File: config.mk
export PLATFORM = sky130hd
export DESIGN_NAME = fpu_result_queue
export DESIGN_NICKNAME = d
export VERILOG_FILES = /design/src/rtl/fpu_result_queue.sv
export SDC_FILE = /design/constraint.sdc
export NUM_CORES = 1
export LEC_CHECK = 0
export BUFFER_PORTS_ARGS = -buffer_cell sky130_fd_sc_hd__buf_2
export CAP_MARGIN = 20
export CORE_MARGIN = 1
export CORE_UTILIZATION = 50
export CTS_BUF_LIST = sky130_fd_sc_hd__clkbuf_16
export DETAILED_ROUTE_END_ITERATION = 7
export PLACE_DENSITY = 0.84
export SETUP_SLACK_MARGIN = 0.15
export SLEW_MARGIN = 20
export SYNTH_ARGS = -nofsm -noshare
export SYNTH_HDL_FRONTEND = slang
export SYNTH_SLANG_ARGS = --single-unit
File: constraint.sdc
create_clock -name clock -period 5.5 [get_ports clock]
set_input_delay 0.825 -clock clock [delete_from_list [all_inputs] [get_ports clock]]
set_output_delay 0.825 -clock clock [all_outputs]
set_load 0.02 [all_outputs]
File: src/rtl/fpu_result_queue.sv
// Result queue between the FP add/sub stage and its consumer: DEPTH-entry FIFO of
// {fp16 result, condition codes}, optional sticky flags under FPU_STICKY_FLAGS_EN.
module fpu_result_queue #(
    parameter int unsigned DEPTH = 4
) (
    input  logic                     clock,
    input  logic                     reset,
    input  logic                     inValid,
    output logic                     inReady,
    input  logic [15:0]              inResult,
    input  logic [3:0]               inCond,
    output logic                     outValid,
    input  logic                     outReady,
    output logic [15:0]              outResult,
    output logic [3:0]               outCond,
    input  logic                     flush,
    input  logic                     clearFlags,
    output logic [3:0]               stickyFlags,
    output logic [$clog2(DEPTH):0]   count,
    output logic                     full,
    output logic                     empty
);

    localparam int unsigned AW = $clog2(DEPTH);
    localparam logic [AW:0] FULL_COUNT = DEPTH[AW:0];

    logic [15:0]   mem_result [DEPTH];
    logic [3:0]    mem_cond   [DEPTH];
    logic [AW-1:0] rd_ptr;
    logic [AW-1:0] wr_ptr;
    logic          push;
    logic          pop;
    logic          accept;

    // Status depends only on registered count, so inReady never sees outReady.
    always_comb begin
        full     = (count == FULL_COUNT);
        empty    = (count == '0);
        inReady  = ~full;
        outValid = ~empty;
        push     = inValid & inReady;
        pop      = outValid & outReady;
        accept   = push & ~flush;
    end

    always_comb begin
        outResult = '0;
        outCond   = '0;
        if (!empty) begin
            outResult = mem_result[rd_ptr];
            outCond   = mem_cond[rd_ptr];
        end
    end

    always_ff @(posedge clock) begin
        if (accept) begin
            mem_result[wr_ptr] <= inResult;
            mem_cond[wr_ptr]   <= inCond;
        end
    end

    // Power-of-two DEPTH lets the pointers wrap by plain overflow.
    always_ff @(posedge clock) begin
        if (reset || flush) begin
            rd_ptr <= '0;
            wr_ptr <= '0;
            count  <= '0;
        end else begin
            if (push) wr_ptr <= wr_ptr + 1'b1;
            if (pop)  rd_ptr <= rd_ptr + 1'b1;
            case ({push, pop})
                2'b10:   count <= count + 1'b1;
                2'b01:   count <= count - 1'b1;
                default: count <= count;
            endcase
        end
    end

`ifdef FPU_STICKY_FLAGS_EN
    logic [3:0] sticky;

    // Clear is applied before the merge, so clear+push leaves exactly inCond.
    always_ff @(posedge clock) begin
        if (reset) begin
            sticky <= '0;
        end else if (accept) begin
            sticky <= (clearFlags ? 4'b0000 : sticky) | inCond;
        end else if (clearFlags) begin
            sticky <= '0;
        end
    end

    assign stickyFlags = sticky;
`else
    logic unused_clear_flags;

    assign unused_clear_flags = clearFlags;
    assign stickyFlags        = '0;
`endif

endmodule
[Word-level counts from Yosys, hierarchy flattened]
Memory sizes are Yosys's and may differ from the RTL's. A register that Yosys moved wholly into a read port is not among the register bits.
Index checks and enable logic that the tools add are counted.
Cells by class
  add/subtract/negate cells: 4
  eq/ne operators: 3
  multiplexer cells: 9
  bitwise logic cells: 6
  reduce and logical (&&, ||, !) cells: 3
Operator list (number)
  16-bit two-way mux: 1
  2-bit two-way mux: 4
  3-bit one-hot mux with 2 select lines: 1
  2-bit by 1-bit adder with 2-bit output (second input constant): 2
  4-bit two-way mux: 1
  3-bit by 1-bit adder with 3-bit output (second input constant): 1
  1-bit bitwise AND: 3
  3-bit == test (second input constant): 1
  3-bit logical NOT: 1
  1-bit inverter: 3
  3-bit by 1-bit subtractor with 3-bit output (second input constant): 1
  2-bit by 1-bit == test with 1-bit output (second input constant): 1
  2-bit == test (second input constant): 1
  1-bit two-way mux: 2
  2-bit nonzero test: 1
  1-bit logical OR: 1
Storage, ports and cells
  register bits after elaboration: 7
  RAM bits: 80
  output and inout bits: 31
  logic and storage cells: 30
  memories: 2
Memories
  mem_result: depth 4, width 16, rd ports 1, clocked after memory_dff 1, wr ports 1, RTL line 27  | logic [15:0] mem_result [DEPTH];
  mem_cond: depth 4, width 4, rd ports 1, clocked after memory_dff 1, wr ports 1, RTL line 28  | logic [3:0] mem_cond [DEPTH];

[Logic depth before layout (Yosys ltp)]
Gate-level depths: netlist of the first run.
  depth after elaboration: 6
  gate-level depth with buffers: 9
  gate-level depth less buffers: 8

[Least setup slack after synthesis of the first run]
No wires, ideal clock.
  path kind: register to register
  from: register count[0]
  to: memory mem_cond[1][0], enable pin
  setup time: 0.427 ns
  data arrival time: 2.531 ns
  data required time: 5.073 ns
  setup slack: 2.543 ns
  stages on the path, launching flop included: 5
  buffers on the path: 1
  clock period less this slack: 2.957 ns
  cell sequence: dfxtp_1 or3b_1 buf_2 nand2_2 nor3b_1
On the way
  longest elaborated chain between the ends: 6
Ends and longest elaborated chain
  start, declared: RTL line 19  | output logic [$clog2(DEPTH):0] count,
  start signal, assigned: RTL line 72  | 2'b10: count <= count + 1'b1;
  start signal, assigned: RTL line 73  | 2'b01: count <= count - 1'b1;
  start signal, assigned: RTL line 74  | default: count <= count;
  3-bit == test: RTL line 37  | full = (count == FULL_COUNT);
  1-bit inverter: RTL line 39  | inReady = ~full;
  via inReady: RTL line 9  | output logic inReady,
  1-bit bitwise AND: RTL line 41  | push = inValid & inReady;
  1-bit bitwise AND: RTL line 43  | accept = push & ~flush;
  1-bit two-way mux: RTL line 56  | if (accept) begin
  1-bit two-way mux (not written as such): RTL line 58  | mem_cond[wr_ptr] <= inCond;
  end, declared: RTL line 28
The timed path passes the listed nets, and every way through them passes these cells.

==> impl_metrics.tcl, run 1 <==
set metrics [dict create \
    finalHoldViolCount 0 \
    cts_tree "done" \
    fillers 513 \
    antenna-diode-count 0 \
    yosysSeqAreaShare 0.728 \
    start_util 0.519 \
    place_hpwl_microns 3450 \
    comb_power_share 0.064 \
    setup_violations 0 \
    syn_area_sq_um 3550 \
    outcome "finished clean" \
    dieArea_sq_um 7440 \
    cts.repair.resized 0 \
    grt_setup_unrepaired "no" \
    async_flop_share 0 \
    drtPass1Iterations 4 \
    ys.flop_type "edfxtp_1" \
    clk_pin_slew_ns 0.06 \
    p_per_area_nw_per_um2 336 \
    rows 30 \
    utilization 0.616 \
    fin_crit_sh 0.524 \
    place.gp.congestion 0.699 \
    drv_slew 0 \
    drt_iter0_drc 111 \
    hold_class "reg2reg" \
    skew_ns 0.00438 \
    wl_per_cell_microns 15.9 \
    first_global_vias 1790 \
    die_width_microns 86.2 \
    synth_seq_cells 89 \
    clock_latency_ns 0.33 \
    die_height_microns 86.2 \
    cts_setup_buffers 0 \
    overflow 0 \
    synth_top_area_cell "edfxtp_1" \
    ios 57 \
    cts_made_buffers 9 \
    yosys_warnings 0 \
    hold_buffers 0 \
    nNetsFinal 278 \
    p_int_w 0.00113 \
    grt_first_pass_wirelength_microns 8590 \
    avgSynthCellArea_sq_um 18.9 \
    reg2reg_setup_slack_ns 3.08 \
    slew_headroom 0.338 \
    critPathMaxFanout 20 \
    max_cap_violations 0 \
    power.leakage_nw 1.48 \
    vdd_drop_max_uv 166 \
    worstPathRequired_ns 4.68 \
    synthDominantCellAreaShare 0.677 \
    grt_max_degree 25 \
    worstSetupPathType "reg2out" \
    vias 1741 \
    cts.sinks 89 \
    p_seq_frac 0.532 \
    htreeDepth 3 \
    ant_nets 0 \
    drive_gt1_frac 0.404 \
    routed_via_density 5.03 \
    io_buffers 51 \
    switching_power_w 0.000285 \
    synth-edff-count 80 \
    synthDistinctLibCells 28 \
    tns_ns 0 \
    fmax_mhz 347 \
    drc_errors 0 \
    cts_root_buffer "clkbuf_16" \
    antenna_found_initial 0 \
    totalWireLength_microns 5490 \
    placeableCoreArea_sq_um 6830 \
    arrival_ns 2.06 \
    synthToLayoutAreaGrowth_pct 18.7 \
    cts_max_path_buffers 2 \
    clockPowerShare 0.404 \
    cp-end-kind "primary output" \
    synthCells 188 \
    period_needed_ns 2.88 \
    switching_share 0.201 \
    synthTopCellsByArea "edfxtp_1 68%, mux4_2 13%, dfxtp_1 5.1%" \
    worstSetupStartpointType "flop" \
    grt_usage 0.162 \
    worstMarginPinSlew_ns 0.990 \
]
## logic make-up after synthesis
logic type | count (synthesis) | share of synthesized area
DFF | 89 | 0.728
xor gates and xnor gates | 3 | 0.00741
other | 1 | 0.00106
adders and majority gates | 6 | 0.0233
muxes | 20 | 0.127
AOI/OAI and AO/OA | 10 | 0.0180
buffers and inverters | 21 | 0.0303
and+or+nand+nor | 38 | 0.0652
## layout by cell type (no fill, tap or decap), drive strengths merged
| cell | instances |
|---|---|
| nand2 | 2 |
| buf | 56 |
| or3b | 1 |
| ha | 5 |
| or3 | 2 |
| xor2 | 3 |
| nor2 | 5 |
| fa | 1 |
| nor3 | 1 |
| nor3b | 4 |
| conb | 4 |
| mux4 | 20 |
| clkinv | 5 |
| bufinv | 1 |
| nand3 | 2 |
| a21oi | 5 |
| o21ai | 4 |
| clkbuf | 9 |
| inv | 8 |
| nor2b | 20 |
| o31ai | 1 |
| or2 | 1 |
| clkinvlp | 1 |
| dfxtp | 9 |
| edfxtp | 80 |
## layer usage
metal,up-vias,part of all wire,track usage
met5,-,0,0
met4,0,0.013,0.0682
met3,7,0.052,0.0524
met2,43,0.51,0.276
met1,860,0.43,0.190
li1,831,-,-
## metrics by stage
| stage | worst slack [ns] | cells | hold slack, ns | area, sq um | total power (W) |
|---|---|---|---|---|---|
| 2_1_floorplan | 2.54 | 191 | 0.459 | 3560 | 0.000825 |
| 3_3_place_gp | 2.96 | 331 | 0.471 | 3930 | 0.000855 |
| 3_5_place_dp | 2.92 | 331 | 0.502 | 3930 | 0.000859 |
| 4_1_cts | 2.57 | 346 | 0.525 | 4210 | 0.00143 |
| 5_1_grt | 2.49 | 346 | 0.557 | 4210 | 0.00146 |
| 6_report | 2.62 | 346 | 0.522 | 4210 | 0.00141 |
## final cells by class
class | instances | area, sq um | share of cell area
inverter | 9 | 35.0 | 0.00832
sequential | 89 | 2580 | 0.613
clock buffer | 9 | 225 | 0.0535
clock inverter | 6 | 60.1 | 0.0143
timing repair buffer | 56 | 293 | 0.0695
tap | 96 | 120 | 0.0285
multi-input combinational | 81 | 896 | 0.213
## power by group through the flow
stage	clock, W	sequential [W]	combinational (W)
after floorplan	0	0.000768	0.0000573
after global placement	0	0.000767	0.0000884
after detailed placement	0	0.000768	0.0000911
after CTS	0.000582	0.000753	0.0000914
after global routing	0.000609	0.000754	0.0000984
final	0.000572	0.000753	0.0000900
## critical path, cell delays in order, from the launching register on
cell,delay (ns)
dfxtp_1,0.95
mux4_2,0.41
nor2b_1,0.15
buf_2,0.21
## registers in the layout, summed over array words and instances (netlist names), named ones only
name,count
rd_ptr,2
mem_cond,16
count,3
wr_ptr,2
mem_result,64
## synth_stat cells (2+ instances only)
cell,count
mux4_2,20
a21oi_2,2
a21oi_1,3
nor3b_1,4
xor2_1,3
o21ai_0,2
ha_1,5
buf_4,6
inv_1,8
dfxtp_1,9
nor2_1,5
or3_1,2
nand3_1,2
clkbuf_1,2
nor2b_1,20
buf_2,4
edfxtp_1,80
## final timing paths
check / endpoint / cells after the start / start
worst max-delay path: outCond[1] / 3 / flop
worst min-delay path: wr_ptr[1] / 2 / wr_ptr[1]
worst max register to register: count[2] / 8 / count[2]
worst min register to register: wr_ptr[1] / 2 / wr_ptr[1]
No activity file was read; power rests on OpenSTA's default activity.
==> run 2, diff against run 1 <==
- ABC_AREA: not set -> 1
- PLACE_DENSITY: 0.84 -> 0.86
- clock period: 5.5 -> 2.3 ns (I/O delays scaled with it)
==> impl_metrics.tcl, run 2 <==
set metrics [dict create \
    cts_made_buffers 9 \
    nNetsFinal 407 \
    final_common_cell "nor2_1" \
    switching_share 0.227 \
    hold_buffers 0 \
    ys.flop_type "edfxtp_1" \
    io_buffers 51 \
    fin_crit_sh 0.892 \
    cp_top_family "buffers and inverters" \
    synth-edff-count 80 \
    p_per_area_nw_per_um2 819 \
    setup_violations 0 \
    period_needed_ns 2.05 \
    hold_class "in2reg" \
    p_seq_frac 0.511 \
    async_flop_share 0 \
    yosys_warnings 0 \
    cts_root_buffer "clkbuf_16" \
    synth_seq_cells 89 \
    vias 2441 \
    grt_first_pass_wirelength_microns 10900 \
    worstPathRequired_ns 1.96 \
    drtPass1Iterations 4 \
    syn_area_sq_um 3670 \
    dpl_cell_area_sq_um 3990 \
    outcome "finished clean" \
    cts.sinks 89 \
    drive_gt1_frac 0.226 \
    clk_pin_slew_ns 0.07 \
    placeableCoreArea_sq_um 6940 \
    synthCells 319 \
    top_regs "mem_result (64), mem_cond (16), count (3)" \
    clockPowerShare 0.408 \
    critPathBufInv 2 \
    yosysSeqAreaShare 0.703 \
    start_util 0.529 \
    worstSetupStartpointType "flop" \
    ios 57 \
    synth_most_common_cell "nor2_1" \
    totalWireLength_microns 7000 \
    worstSetupPathType "reg2out" \
    comb_power_share 0.081 \
    cts_max_path_buffers 2 \
    critPathMaxFanout 20 \
    vdd_drop_max_uv 409 \
    fillers 521 \
    worstMarginPinSlew_ns 0.723 \
    ant_nets 0 \
    slew_headroom 0.518 \
    slowest_stage "dfxtp_1" \
    largest_register_ffs 64 \
    tns_ns 0 \
    place_hpwl_microns 4300 \
    antenna-diode-count 0 \
    finalHoldViolCount 0 \
    synthTopCellsByArea "edfxtp_1 65%, nor2_1 9.5%, dfxtp_1 4.9%" \
    finalHoldWorstSlack_ns 0.216 \
    overflow 0 \
    skew_ns 0.00706 \
    dp_cells 458 \
    layout_common_cells "89 x nor2_1, 80 x edfxtp_1, 51 x buf_2" \
    grt_usage 0.196 \
    final_area_sq_um 4320 \
    routed_via_density 5.13 \
    top_register "mem_result" \
    place.gp.congestion 0.768 \
    power.leakage_nw 1.67 \
    max_cap_violations 0 \
    grt_max_degree 41 \
    synthDominantCellAreaShare 0.654 \
    cts_tree "done" \
    dieArea_sq_um 7700 \
    synth_top_area_cell "edfxtp_1" \
    antenna_found_initial 0 \
    clock_latency_ns 0.34 \
    wl_per_cell_microns 14.7 \
    cp_cell_sequence "inv_1 > nor2_1 > o21ai_0 > a21oi_1 > buf_2" \
    arrival_ns 1.71 \
    rows 30 \
    grt_setup_unrepaired "yes" \
    htreeDepth 3 \
    synthTopCellsByCount "93 x nor2_1, 80 x edfxtp_1, 25 x a21oi_1, 25 x o21ai_0, 21 x inv_1" \
    die_height_microns 87.7 \
    drc_errors 0 \
    instances_no_fill 476 \
    first_global_vias 2311 \
    die_width_microns 87.7 \
    p_int_w 0.00274 \
    drv_slew 0 \
    slowest_delay_ns 0.34 \
    cp-end-kind "primary output" \
    switching_power_w 0.000805 \
    fmax_mhz 487 \
    drt_iter0_drc 203 \
    synthToLayoutAreaGrowth_pct 17.6 \
    synthDistinctLibCells 21 \
    avgSynthCellArea_sq_um 11.5 \
]
-- run 2: cell count changes after synthesis, sizes merged, moves of 15 or more --
cell   change
o21ai     +38
a21oi     +20
mux4      -20
nor2b     -20
inv       +15
nor2      +89
-- run 2: area by class of cell --
cell class	count	area, sq um	share of cell area
Clock buffer	9	225	0.0521
Tap cell	96	120	0.0278
Clock inverter	7	76.3	0.0177
Multi-Input combinational cell	191	887	0.205
Timing Repair Buffer	61	338	0.0782
Inverter	23	92.6	0.0214
Sequential cell	89	2580	0.598
-- run 2: logic make-up after synthesis --
group,share of synthesized area
DFF,0.703
and+or+nand+nor,0.121
other,0.00102
buffers and inverters,0.0616
AOI/OAI and AO/OA,0.0912
adders and majority gates,0.0225
-- run 2: per-layer routing --
layer | vias up | track usage | part of all wire
met5 | - | 0 | 0
met4 | 0 | 0.0820 | 0.020
met3 | 13 | 0.0650 | 0.068
met2 | 79 | 0.335 | 0.51
met1 | 1156 | 0.228 | 0.40
li1 | 1193 | - | -
-- run 2: stage by stage --
step	setup slack, ns	total power, W	util
global route	0.147	0.00366	0.622
global placement	0.538	0.00210	0.575
finish	0.248	0.00354	0.622
detailed placement	0.426	0.00212	0.575
floorplan	-0.00544	0.00202	-
CTS	0.198	0.00356	0.621
-- run 2: power groups by stage --
stage	Combinational (W)	Clock (W)	Sequential [W]
global placement	0.000264	0	0.00184
global route	0.000320	0.00153	0.00181
finish	0.000287	0.00144	0.00181
CTS	0.000288	0.00146	0.00181
floorplan	0.000179	0	0.00184
detailed placement	0.000277	0	0.00184
-- run 2: path summary, 6_finish.rpt --
kind / start / slack, ns / cells past startpoint / to
max: flop / 0.25 / 5 / outResult[11]
min: inResult[3] / 0.22 / 1 / mem_result[2][3]
max reg2reg: count[1] / 0.42 / 13 / count[2]
min reg2reg: rd_ptr[1] / 0.51 / 2 / rd_ptr[1]
-- run 2: what timing repair did --
action | in CTS | in global routing
resized for setup | 1 | 4
endpoints found under the setup margin | 9 | 7
gates cloned | 0 | 0
setup buffers | 2 | 0
-- run 2: worst register-to-register path, stage by stage (launching register included) --
cell     delay (ns)
dfxtp_1        0.35
nor2_2         0.15
nand2_2        0.12
inv_2          0.07
nor2_1         0.04
inv_1          0.05
ha_1           0.16
inv_1          0.07
fa_1           0.39
nand2_1        0.08
nand3_1        0.10
nand2_1        0.08
nand2_1        0.05
nor2_1         0.11
==> run 3, diff against run 2 <==
- PLACE_DENSITY: 0.86 -> 0.84
- clock period: 2.3 -> 2.65 ns (I/O delays scaled with it)
==> impl_metrics.tcl, run 3 (synthesized netlist as in run 2, its figures left out) <==
set metrics [dict create \
    worstSetupPathType "reg2out" \
    overflow 0 \
    largest_register_ffs 64 \
    clockPowerShare 0.408 \
    outcome "finished clean" \
    finalHoldViolCount 0 \
    io_buffers 51 \
    place_hpwl_microns 4100 \
    final_common_cell "nor2_1" \
    min-delay-start "inResult[1]" \
    grt_setup_unrepaired "yes" \
    p_seq_frac 0.514 \
    reg2regPathDepth 14 \
    final-seq-area_sq_um 2580 \
    switching_power_w 0.000688 \
    p_int_w 0.00237 \
    grt_first_pass_wirelength_microns 10700 \
    cp-end-kind "primary output" \
    hold_buffers 0 \
    arrival_ns 2.02 \
    worstMarginPinSlew_ns 0.716 \
    multi_input_area_sq_um 887 \
    die_width_microns 87.7 \
    dieArea_sq_um 7700 \
    clock_latency_ns 0.34 \
    layout_common_cells "89 x nor2_1, 80 x edfxtp_1, 51 x buf_2" \
    cts_setup_buffers 0 \
    top_register "mem_result" \
    final_area_sq_um 4290 \
    antenna-diode-count 0 \
    cts_max_path_buffers 2 \
    period_needed_ns 2.42 \
    comb_power_share 0.077 \
    cts_tree "done" \
    tns_ns 0 \
    reg2reg_to "count[2]" \
    vdd_drop_max_uv 366 \
    die_height_microns 87.7 \
    fmax_mhz 413 \
    instances_no_fill 473 \
    holdPathEnd "mem_result[2][1]" \
    slew_headroom 0.522 \
    critPathMaxFanout 21 \
    drv_slew 0 \
    max_cap_violations 0 \
    top_regs "mem_result (64), mem_cond (16), count (3)" \
    fin_crit_sh 0.913 \
    first_global_vias 2300 \
    fillers 524 \
    skew_ns 0.00967 \
    grt_usage 0.193 \
    totalWireLength_microns 6830 \
    regToRegStartpoint "count[1]" \
    dp_cells 457 \
    clk_pin_slew_ns 0.07 \
    switching_share 0.225 \
    synthToLayoutAreaGrowth_pct 16.6 \
    drc_errors 0 \
    grt_max_degree 41 \
    drive_gt1_frac 0.223 \
    wl_per_cell_microns 14.4 \
    p_total_w 0.00306 \
    reg2reg_setup_slack_ns 0.81 \
    p_per_area_nw_per_um2 713 \
    rows 30 \
    cts.sinks 89 \
    start_util 0.529 \
    ios 57 \
    hold_class "in2reg" \
    cts_root_buffer "clkbuf_16" \
    placeableCoreArea_sq_um 6940 \
    worstPathRequired_ns 2.25 \
    dpl_cell_area_sq_um 3980 \
    vias 2408 \
    antenna_found_initial 0 \
    routed_via_density 5.09 \
    htreeDepth 3 \
    place.gp.congestion 0.717 \
    drt_iter0_drc 168 \
    power.leakage_nw 1.65 \
    drtPass1Iterations 5 \
    worstSetupStartpointType "flop" \
    nNetsFinal 404 \
    setup_violations 0 \
    ant_nets 0 \
    cts_made_buffers 9 \
    hold_depth 1 \
]
-- run 3: cell types whose count changed in the layout (fill, tap and decap cells not counted) --
cell	change
clkinv_4	-1
buf_6	-2
inv_1	+1
buf_4	-1
inv_2	+1
dfxtp_2	+1
clkinv_2	+1
clkinv_1	-1
dfxtp_1	-1
inv_4	-1
-- run 3: per-layer routing --
metal | vias up | track usage | part of all wire
met1 | 1124 | 0.229 | 0.40
li1 | 1183 | - | -
met5 | - | 0 | 0
met3 | 7 | 0.0509 | 0.077
met2 | 94 | 0.320 | 0.51
met4 | 0 | 0.106 | 0.0078
-- run 3: worst max-delay path by stage --
stage                         from             end  slack, ns  cells past startpoint
final                         flop   outResult[15]       0.23                      6
after global routing          flop    outResult[1]       0.11                      6
after CTS                     flop   outResult[11]       0.21                      6
after detailed placement      flop      outCond[3]       0.54                      6
after global placement        flop   outResult[10]       0.62                      6
after floorplan           count[1]  mem_cond[0][0]       0.34                      6
-- run 3: what timing repair did --
item | CTS | global route
setup endpoints to repair | 1 | 5
endpoints found under the hold margin | 0 | 0
gates resized for setup | 1 | 0
-- run 3: area by class of cell --
| cell class | instances | share of cell area |
|---|---|---|
| Clock buffer | 9 | 0.0525 |
| Sequential cell | 89 | 0.603 |
| Inverter | 23 | 0.0201 |
| Tap cell | 96 | 0.0280 |
| Clock inverter | 7 | 0.0178 |
| Timing Repair Buffer | 58 | 0.0718 |
| Multi-Input combinational cell | 191 | 0.207 |
-- run 3: worst max-delay path: stages, from the launching register on --
cell and delay, ns:
dfxtp_1 0.31, buf_4 0.26, inv_1 0.38, nor2_1 0.24, o21ai_1 0.11, a21oi_1 0.18, buf_2 0.20
-- run 3: metrics by stage --
| stage | util | hold slack (ns) | setup WS, ns |
|---|---|---|---|
| 3_3_place_gp | 0.574 | 0.478 | 0.621 |
| 4_1_cts | 0.617 | 0.263 | 0.212 |
| 5_1_grt | 0.617 | 0.267 | 0.106 |
| 6_report | 0.617 | 0.274 | 0.230 |
| 2_1_floorplan | - | 0.459 | 0.345 |
| 3_5_place_dp | 0.574 | 0.489 | 0.537 |
-- run 3: power groups by stage --
stage / clock [W] / sequential (W) / combinational, W
detailed placement: 0 / 0.00160 / 0.000236
CTS: 0.00127 / 0.00157 / 0.000238
global placement: 0 / 0.00160 / 0.000229
finish: 0.00125 / 0.00157 / 0.000236
floorplan: 0 / 0.00160 / 0.000156
global route: 0.00133 / 0.00157 / 0.000262
